==> src/rtl/imem_boot_sequencer_pkg.sv <==
// rtl/imem_boot_sequencer_pkg.sv - shared constants and helpers for the instruction-memory boot sequencer
//
// Purpose : state encoding, word geometry and default sizing shared by the
//           sequencer and its loader/memory interface.
// Contents: WORD_BYTES, MEM_BYTES_DEFAULT, CNT_W_DEFAULT, ST_* state codes,
//           state_t, is_word_aligned().
package imem_boot_sequencer_pkg;

    localparam int WORD_BYTES        = 4;
    localparam int MEM_BYTES_DEFAULT = 80;
    localparam int CNT_W_DEFAULT     = 16;

    typedef logic [2:0] state_t;

    // Plain 3-bit constants so the encoding stays stable for legacy tooling.
    localparam logic [2:0] ST_IDLE = 3'd0;
    localparam logic [2:0] ST_LOAD = 3'd1;
    localparam logic [2:0] ST_RUN  = 3'd2;
    localparam logic [2:0] ST_HALT = 3'd3;
    localparam logic [2:0] ST_ERR  = 3'd4;

    // A fetch address is legal only on a word boundary.
    function automatic logic is_word_aligned(input logic [31:0] addr);
        return (addr[1:0] == 2'b00);
    endfunction

endpackage

==> src/rtl/imem_boot_sequencer_if.sv <==
// rtl/imem_boot_sequencer_if.sv - loader word stream and instruction-memory write port
//
// Purpose : bundles the program-loader handshake and the word write port
//           of the instruction memory.
// Signals : ld_valid/ld_ready/ld_data/ld_last  - loader word stream
//           mem_we/mem_waddr/mem_wdata          - memory word write port
// Modports: master - host/loader side (drives words, observes memory writes)
//           slave  - sequencer side (accepts words, drives memory writes)
interface imem_boot_sequencer_if;

    logic        ld_valid;
    logic        ld_ready;
    logic [31:0] ld_data;
    logic        ld_last;

    logic        mem_we;
    logic [31:0] mem_waddr;
    logic [31:0] mem_wdata;

    modport master (
        output ld_valid,
        output ld_data,
        output ld_last,
        input  ld_ready,
        input  mem_we,
        input  mem_waddr,
        input  mem_wdata
    );

    modport slave (
        input  ld_valid,
        input  ld_data,
        input  ld_last,
        output ld_ready,
        output mem_we,
        output mem_waddr,
        output mem_wdata
    );

endinterface

==> src/rtl/imem_boot_sequencer.sv <==
// rtl/imem_boot_sequencer.sv - boot/run controller: loads a program into instruction memory, then sequences the PC
//
// Purpose : accepts a big-endian program as a word stream, writes it into the
//           instruction memory, then owns the PC and enables the datapath one
//           instruction per cycle until the PC leaves the loaded program.
// Ports   : clk        - system clock, rising edge
//           reset      - synchronous, active-high
//           start      - request (re)load; honoured in IDLE, HALT, ERR only
//           bus        - loader stream + memory write port (slave modport)
//           pc_next_in - next PC from the datapath
//           cpu_en     - datapath enable (RUN only)
//           pc         - current fetch address
//           busy       - LOAD or RUN
//           done       - HALT
//           err        - ERR
//           retired    - instructions executed since last start, saturating
module imem_boot_sequencer
    import imem_boot_sequencer_pkg::*;
#(
    parameter int MEM_BYTES = MEM_BYTES_DEFAULT,
    parameter int CNT_W     = CNT_W_DEFAULT
) (
    input  logic                 clk,
    input  logic                 reset,
    input  logic                 start,
    imem_boot_sequencer_if.slave bus,
    input  logic [31:0]          pc_next_in,
    output logic                 cpu_en,
    output logic [31:0]          pc,
    output logic                 busy,
    output logic                 done,
    output logic                 err,
    output logic [CNT_W-1:0]     retired
);

    localparam logic [31:0] WORD_STEP = 32'(WORD_BYTES);
    // Address of the final word slot; an accept here without ld_last overflows.
    localparam logic [31:0] LAST_ADDR = 32'(MEM_BYTES - WORD_BYTES);

    state_t             state_q,    state_d;
    logic [31:0]        wr_ptr_q,   wr_ptr_d;
    logic [31:0]        pc_q,       pc_d;
    logic [31:0]        prog_end_q, prog_end_d;
    logic [CNT_W-1:0]   retired_q,  retired_d;

    logic               accept;

    assign accept = (state_q == ST_LOAD) && bus.ld_valid;

    always_comb begin
        state_d    = state_q;
        wr_ptr_d   = wr_ptr_q;
        pc_d       = pc_q;
        prog_end_d = prog_end_q;
        retired_d  = retired_q;

        case (state_q)
            ST_IDLE, ST_HALT, ST_ERR: begin
                // Every (re)load starts from a clean slate.
                if (start) begin
                    state_d   = ST_LOAD;
                    wr_ptr_d  = '0;
                    pc_d      = '0;
                    retired_d = '0;
                end
            end

            ST_LOAD: begin
                if (accept) begin
                    wr_ptr_d = wr_ptr_q + WORD_STEP;
                    if (bus.ld_last) begin
                        state_d    = ST_RUN;
                        prog_end_d = wr_ptr_q + WORD_STEP;
                    end else if (wr_ptr_q == LAST_ADDR) begin
                        // Memory is full and the program never ended.
                        state_d = ST_ERR;
                    end
                end
            end

            ST_RUN: begin
                if (retired_q != '1) begin
                    retired_d = retired_q + 1'b1;
                end
                // Misalignment wins over running off the end of the program;
                // in both cases pc keeps the last executed address.
                if (!is_word_aligned(pc_next_in)) begin
                    state_d = ST_ERR;
                end else if (pc_next_in >= prog_end_q) begin
                    state_d = ST_HALT;
                end else begin
                    pc_d = pc_next_in;
                end
            end

            default: begin
                state_d = ST_IDLE;
            end
        endcase
    end

    always_ff @(posedge clk) begin
        if (reset) begin
            state_q    <= ST_IDLE;
            wr_ptr_q   <= '0;
            pc_q       <= '0;
            prog_end_q <= '0;
            retired_q  <= '0;
        end else begin
            state_q    <= state_d;
            wr_ptr_q   <= wr_ptr_d;
            pc_q       <= pc_d;
            prog_end_q <= prog_end_d;
            retired_q  <= retired_d;
        end
    end

    // Memory captures the word on the same edge the loader handshake completes.
    assign bus.ld_ready  = (state_q == ST_LOAD);
    assign bus.mem_we    = accept;
    assign bus.mem_waddr = wr_ptr_q;
    assign bus.mem_wdata = bus.ld_data;

    assign cpu_en  = (state_q == ST_RUN);
    assign busy    = (state_q == ST_LOAD) || (state_q == ST_RUN);
    assign done    = (state_q == ST_HALT);
    assign err     = (state_q == ST_ERR);
    assign pc      = pc_q;
    assign retired = retired_q;

endmodule

==> src/flat_wrapper.sv <==
// flat-port wrapper written by rule: the top's interface ports become plain ports
module imem_boot_sequencer_flat import imem_boot_sequencer_pkg::*;
#(
    parameter int MEM_BYTES = MEM_BYTES_DEFAULT,
    parameter int CNT_W     = CNT_W_DEFAULT
)
  (clk, reset, start, pc_next_in, cpu_en, pc, busy, done, err, retired, bus_ld_valid, bus_ld_data, bus_ld_last, bus_ld_ready, bus_mem_we, bus_mem_waddr, bus_mem_wdata);
  imem_boot_sequencer_if bus_i ();
  input  logic clk;
  input  logic reset;
  input  logic start;
  input  logic [31:0] pc_next_in;
  output logic cpu_en;
  output logic [31:0] pc;
  output logic busy;
  output logic done;
  output logic err;
  output logic [CNT_W-1:0] retired;
  input wire logic [$bits(bus_i.ld_valid)-1:0] bus_ld_valid;
  input wire logic [$bits(bus_i.ld_data)-1:0] bus_ld_data;
  input wire logic [$bits(bus_i.ld_last)-1:0] bus_ld_last;
  output wire logic [$bits(bus_i.ld_ready)-1:0] bus_ld_ready;
  output wire logic [$bits(bus_i.mem_we)-1:0] bus_mem_we;
  output wire logic [$bits(bus_i.mem_waddr)-1:0] bus_mem_waddr;
  output wire logic [$bits(bus_i.mem_wdata)-1:0] bus_mem_wdata;
  assign bus_i.ld_valid = bus_ld_valid;
  assign bus_i.ld_data = bus_ld_data;
  assign bus_i.ld_last = bus_ld_last;
  assign bus_ld_ready = bus_i.ld_ready;
  assign bus_mem_we = bus_i.mem_we;
  assign bus_mem_waddr = bus_i.mem_waddr;
  assign bus_mem_wdata = bus_i.mem_wdata;
  imem_boot_sequencer #(.MEM_BYTES(MEM_BYTES), .CNT_W(CNT_W)) u_core (.clk(clk), .reset(reset), .start(start), .bus(bus_i), .pc_next_in(pc_next_in), .cpu_en(cpu_en), .pc(pc), .busy(busy), .done(done), .err(err), .retired(retired));
endmodule
==> config.mk <==
export PLATFORM = sky130hd
export DESIGN_NAME = imem_boot_sequencer_flat
export DESIGN_NICKNAME = d
export VERILOG_FILES = /design/src/rtl/imem_boot_sequencer_pkg.sv /design/src/rtl/imem_boot_sequencer_if.sv /design/src/rtl/imem_boot_sequencer.sv /design/src/flat_wrapper.sv
export SDC_FILE = /design/constraint.sdc
export NUM_CORES = 1
export LEC_CHECK = 0
export CAP_MARGIN = 40
export CELL_PAD_IN_SITES_DETAIL_PLACEMENT = 1
export CELL_PAD_IN_SITES_GLOBAL_PLACEMENT = 1
export CORE_MARGIN = 2
export CORE_UTILIZATION = 30
export CTS_CLUSTER_DIAMETER = 30
export CTS_CLUSTER_SIZE = 25
export DETAILED_ROUTE_END_ITERATION = 6
export PLACE_DENSITY_LB_ADDON = 0.1
export SLEW_MARGIN = 10
export SYNTH_ARGS = -nofsm -noshare
export SYNTH_HDL_FRONTEND = slang
export SYNTH_SLANG_ARGS = --single-unit
==> constraint.sdc <==
create_clock -name clk -period 4.05 [get_ports clk]
set_clock_uncertainty 0.15 [all_clocks]
set_input_delay 0.405 -clock clk [delete_from_list [all_inputs] [get_ports clk]]
set_output_delay 0.405 -clock clk [all_outputs]
set_load 0.02 [all_outputs]
Word-level counts from Yosys, hierarchy flattened
Index checks and enable logic that the tools add are counted.
{"block": "word_totals", "reg_bits": 115, "latchBits": 0, "mem_bits_rw": 0, "mem_bits_ro": 0, "input_bits": 69, "out_inout_bits": 118, "elab_cells": 49, "n_memories": 0}
{"block": "classes", "add_sub_neg": 2, "n_mul": 0, "n_div": 0, "order_cmp": 1, "n_eq_ne": 13, "shift": 0, "mux": 16, "bitwise_logic": 0, "n_reduce_logical": 12}
{"op": "32-bit two-way mux", "n": 4}
{"op": "32-bit one-hot mux with 2 select lines", "n": 2}
{"op": "32-bit by 3-bit adder with 32-bit output (second input constant)", "n": 1}
{"op": "32-bit by 7-bit == test with 1-bit output (second input constant)", "n": 1}
{"op": "32-bit greater-or-equal comparator", "n": 1}
{"op": "16-bit two-way mux", "n": 2}
{"op": "16-bit one-hot mux with 2 select lines", "n": 1}
{"op": "3-bit two-way mux", "n": 6}
{"op": "16-bit by 1-bit adder with 16-bit output (second input constant)", "n": 1}
{"op": "16-bit inequality test (second input constant)", "n": 1}
{"op": "3-bit one-hot mux with 3 select lines", "n": 1}
{"op": "3-bit AND reduction", "n": 3}
{"op": "4-bit AND reduction", "n": 2}
{"op": "3-bit by 2-bit == test with 1-bit output (second input constant)", "n": 2}
{"op": "2-bit by 1-bit inequality test with 1-bit output (second input constant)", "n": 3}
{"op": "2-bit inequality test (second input constant)", "n": 2}
{"op": "2-bit nonzero test", "n": 2}
{"op": "3-bit by 1-bit == test with 1-bit output (second input constant)", "n": 1}
{"op": "3-bit == test (second input constant)", "n": 1}
{"op": "3-bit logical NOT", "n": 1}
{"op": "3-bit by 2-bit inequality test with 1-bit output (second input constant)", "n": 1}
{"op": "3-bit inequality test (second input constant)", "n": 1}
{"op": "3-bit OR reduction", "n": 1}
{"op": "2-bit logical NOT", "n": 1}
{"op": "other kinds (2)", "n": 2}

Logic depth before layout (Yosys ltp)
{"block": "depth", "depth_word": 5, "mapped_depth": 10, "ltp_nobuf": 9}

Least setup slack after synthesis
No wires, ideal clock.
{"block": "synth_path", "path_kind": "input to register", "from": "in pc_next_in[23]", "to": "reg u_core.pc_q[23] (netlist: u_core.pc[23])", "setup_ps": 122, "t_arrival_ps": 2004, "required_time_ps": 3778, "setup_slack_ps": 1773, "stages": 8, "n_path_buf": 1, "cell_sequence": "ha_1 > a21oi_1 > o21ai_0 > a2111oi_2 > nand4_1 > o21ai_1 > buf_2 > o21ai_0"}
{"block": "synth_via", "elab_chain_cells": 3, "elab_cells_between_ends": 6, "cone_classes": "order compare (1); eq/ne (1); mux (3); reduce/logical (1)"}
{"element": "start: declaration", "line_no": "flat_wrapper.sv:12", "source": "input logic [31:0] pc_next_in;"}
{"element": "32-bit greater-or-equal comparator or 32-bit two-way mux (tied branches)", "line_no": "imem_boot_sequencer.sv:89", "source": "end else if (pc_next_in >= prog_end_q) begin"}
{"element": "2-bit inequality test (no line) or 32-bit two-way mux (tied branches)"}
{"element": "4-bit AND reduction (no line) or 32-bit one-hot mux with 2 select lines (tied branches)"}
{"element": "end signal: assignment", "line_no": "imem_boot_sequencer.sv:112", "source": "pc_q <= pc_d;"}
{"element": "end: declaration", "line_no": "imem_boot_sequencer.sv:42", "source": "logic [31:0] pc_q, pc_d;"}
Parallel ways exist; a longest one is shown, timed or not. The select of a mux whose other input is x is not followed.
A chain may end at the register's enable or synchronous reset.

Final worst setup path
{"block": "layout_path", "from": "reg u_core.state_q[1]", "to": "out cpu_en"}
{"block": "layout_via", "elab_chain_cells": 1}
{"element": "start: declaration", "line_no": "imem_boot_sequencer.sv:40", "source": "state_t state_q, state_d;"}
{"element": "start signal: assignment", "line_no": "imem_boot_sequencer.sv:110", "source": "state_q <= state_d;"}
{"element": "3-bit by 2-bit == test with 1-bit output", "line_no": "imem_boot_sequencer.sv:124", "source": "assign cpu_en = (state_q == ST_RUN);"}
{"element": "end: declaration", "line_no": "flat_wrapper.sv:13", "source": "output logic cpu_en;"}
Every way passes these cells.

==> results.json <==
{
  "hold_viol": 0,
  "p_leak_nw": 2.53,
  "synth_cells": 811,
  "postCtsSetupRepairBufs": 0,
  "tritoncts": "yes",
  "htree_levels": 3,
  "path_clk_slew_ns": 0.08,
  "synth-seq-cells": 111,
  "slew_headroom_pct": 39.0,
  "wl_per_cell_um": 17.2,
  "cts_hold_buf": 0,
  "clkSinkCount": 111,
  "yosysTopAreaCell": "dfxtp_1",
  "rsz0062_at_grt": "no",
  "synth-main-ff-cell": "dfxtp_1",
  "core_area_mm2": 0.0211,
  "antenna_cells": 0,
  "p_per_area_mw_per_mm2": 419,
  "portBuffers": 120,
  "crit_arrival_ns": 2.51,
  "path_class": "flip-flop to output port",
  "clock_latency_ns": 0.35,
  "fillCellCount": 2518,
  "status": "finished clean",
  "drtAntennaViolNets": 0,
  "hold_depth": 2,
  "setup_violations": 0,
  "die_y_um": 151,
  "synth_top_area_share_pct": 34.3,
  "ir_drop_v": 0.000239,
  "finalCoreUtilization_pct": 37.6,
  "drcViolationCount": 0,
  "vias": 5719,
  "avgViaCountPerCell": 5.02,
  "drive_gt1_share_pct": 5.20,
  "fmax_ghz": 0.326,
  "antenna_found_initial": 0,
  "nets": 961,
  "clockBufferDepth": 2,
  "cp_slowest_cell": "clkdlybuf4s50_1",
  "firstDrtPassIters": 4,
  "cts_resized": 0,
  "critPathMaxFanout": 35,
  "finalCriticalPeriod_ns": 3.07,
  "grt_max_degree": 93,
  "rows": 53,
  "synth_edf_count": 0,
  "routed_wl_mm": 19.6,
  "crit_chain": "nor2b_2 -> nand2_2 -> inv_1 -> clkdlybuf4s50_1",
  "synth-seq-area-share_pct": 34.3,
  "crit_required_ns": 3.49,
  "drv_slew": 0,
  "end_kind": "output port",
  "synthesis.area_mm2": 0.00648,
  "synth_area_leaders": "dfxtp_1, ha_1, nor2_1",
  "ctsRootBufferMaster": "clkbuf_16",
  "gp_congestion": 0.795,
  "yosys.cell_types.count": 61,
  "fin_crit_sh_pct": 75.8,
  "synth_area_per_cell_um2": 7.99,
  "io_pins": 187,
  "track_usage_pct": 17.4,
  "async_flop_share_pct": 0,
  "die_area_mm2": 0.0228,
  "drt_iter0_drc": 202,
  "max-cap-violations": 0,
  "die_w_um": 151,
  "grt_pass1_vias": 5852,
  "area_delta_synth_final_pct": 22.3,
  "hpwl_mm": 14.6,
  "hp-class": "flip-flop to flip-flop",
  "initial_utilization_pct": 30.7,
  "cts_buffers": 9,
  "max_stage_delay_ns": 0.65,
  "grt_pass1_wl_mm": 31.4,
  "fin_tns_setup_ns": 0,
  "ff2ff_path_depth": 7,
  "start_kind": "flip-flop",
  "tightest_slew_ns": 0.915,
  "holdWs_ns": 0.321,
  "grt_overflow": 0,
  "ys_warn_count": 0
}
## report_power, final
part | switching (mW) | total [mW] | internal (mW)
sequential | 0.0786 | 1.26 | 1.18
clock | 0.438 | 0.942 | 0.504
combinational | 0.727 | 1.13 | 0.399
## sequential cells by signal, summed over array words and instances, names as in the netlist
register and count:
u_core.retired 16, u_core.pc 32, u_core.prog_end_q 30, u_core.bus.mem_waddr 30, u_core.state_q 3
## synth_stat cells (3+ instances only)
| library cell | count |
|---|---|
| dfxtp_1 | 111 |
| nor2_1 | 85 |
| o21ai_0 | 59 |
| nand3_1 | 50 |
| a21oi_1 | 48 |
| inv_1 | 45 |
| a211oi_1 | 37 |
| buf_4 | 36 |
| nand2_1 | 34 |
| nor3b_1 | 34 |
| clkbuf_1 | 33 |
| ha_1 | 32 |
| nand2b_1 | 32 |
| xnor2_1 | 31 |
| buf_2 | 14 |
| nor4_1 | 11 |
| xor2_1 | 11 |
| nand4_1 | 10 |
| nor3_1 | 10 |
| or3_1 | 8 |
| a31oi_1 | 6 |
| a22oi_1 | 5 |
| and3_1 | 5 |
| and4_1 | 5 |
| a221oi_1 | 4 |
| and2_1 | 4 |
| buf_1 | 4 |
| a2111oi_2 | 3 |
| and3_4 | 3 |
| clkbuf_2 | 3 |
## cells by family after synthesis
kind of cell / count (synthesis) / share of synthesized area [%]
flops: 111 / 34.3
compound gates: 180 / 17.3
other cells: 1 / 0.0579
fa+ha+maj: 32 / 6.18
buf+inv: 136 / 10.4
mux: 1 / 0.154
simple gates: 308 / 25.9
xor+xnor: 42 / 5.68
## placed cells by master, fill, tap and decap left out, types with 3 or more instances in the layout
cell             Yosys  final
nor2_1              85     85
and3_1               5      4
nand4_1             10     10
ha_1                32     32
o21ai_0             59     59
nor3_1              10     10
nand2_1             34     34
inv_1               45     45
nand3_1             50     50
xnor2_1             31     31
dfxtp_1            111    111
or3_1                8      8
a2111oi_2            3      3
xor2_1              11     11
a21oi_1             48     48
a221oi_1             4      4
a22oi_1              5      5
nor4_1              11     11
a211oi_1            37     37
and2_1               4      4
clkbuf_16            0      9
nor3b_1             34     34
nand2b_1            32     32
clkdlybuf4s50_1      0    119
a31oi_1              6      6
and4_1               5      5
and3_4               3      3
buf_4               36      7
## metrics by stage
step	cells	cell area (um^2)	power (mW)	setup slack, ns
6_report	1140	7930	3.32	0.981
5_1_grt	1140	7930	3.54	0.646
4_1_cts	1140	7930	3.37	0.902
3_5_place_dp	1124	7620	2.43	0.731
3_3_place_gp	1122	7570	2.36	0.793
2_1_floorplan	812	6480	2.04	1.77
## routing by layer
| metal | vias up | wire length [um] | global-route usage [%] |
|---|---|---|---|
| met2 | 98 | 9050 | 28.7 |
| met3 | 32 | 717 | 2.80 |
| li1 | 2894 | - | - |
| met4 | 0 | 352 | 5.37 |
| met1 | 2695 | 9510 | 23.3 |
| met5 | - | 0 | 0 |
## final cells by class
| class | count | area [um^2] | share of cell area, % |
|---|---|---|---|
| clock buffer | 11 | 243 | 3.06 |
| clock inverter | 5 | 65.1 | 0.821 |
| inverter | 45 | 169 | 2.13 |
| multi-input combinational | 565 | 3590 | 45.3 |
| sequential | 111 | 2220 | 28.0 |
| tap | 275 | 344 | 4.34 |
| timing repair buffer | 128 | 1290 | 16.3 |
## worst max-delay path, delay by kind of cell (launching register included)
family	cells	cell delay (ns)
buf+inv	2	1.00
flops	1	0.47
simple gates	2	0.67
## worst paths after layout
check	startpoint	to	slack (ns)
max	u_core.state_q[1]	cpu_en	0.98
min	u_core.prog_end_q[3]	u_core.prog_end_q[3]	0.32
max reg2reg	u_core.state_q[1]	u_core.pc[6]	1.02
min reg2reg	u_core.prog_end_q[3]	u_core.prog_end_q[3]	0.32
Power figures use the tool's default switching activity.
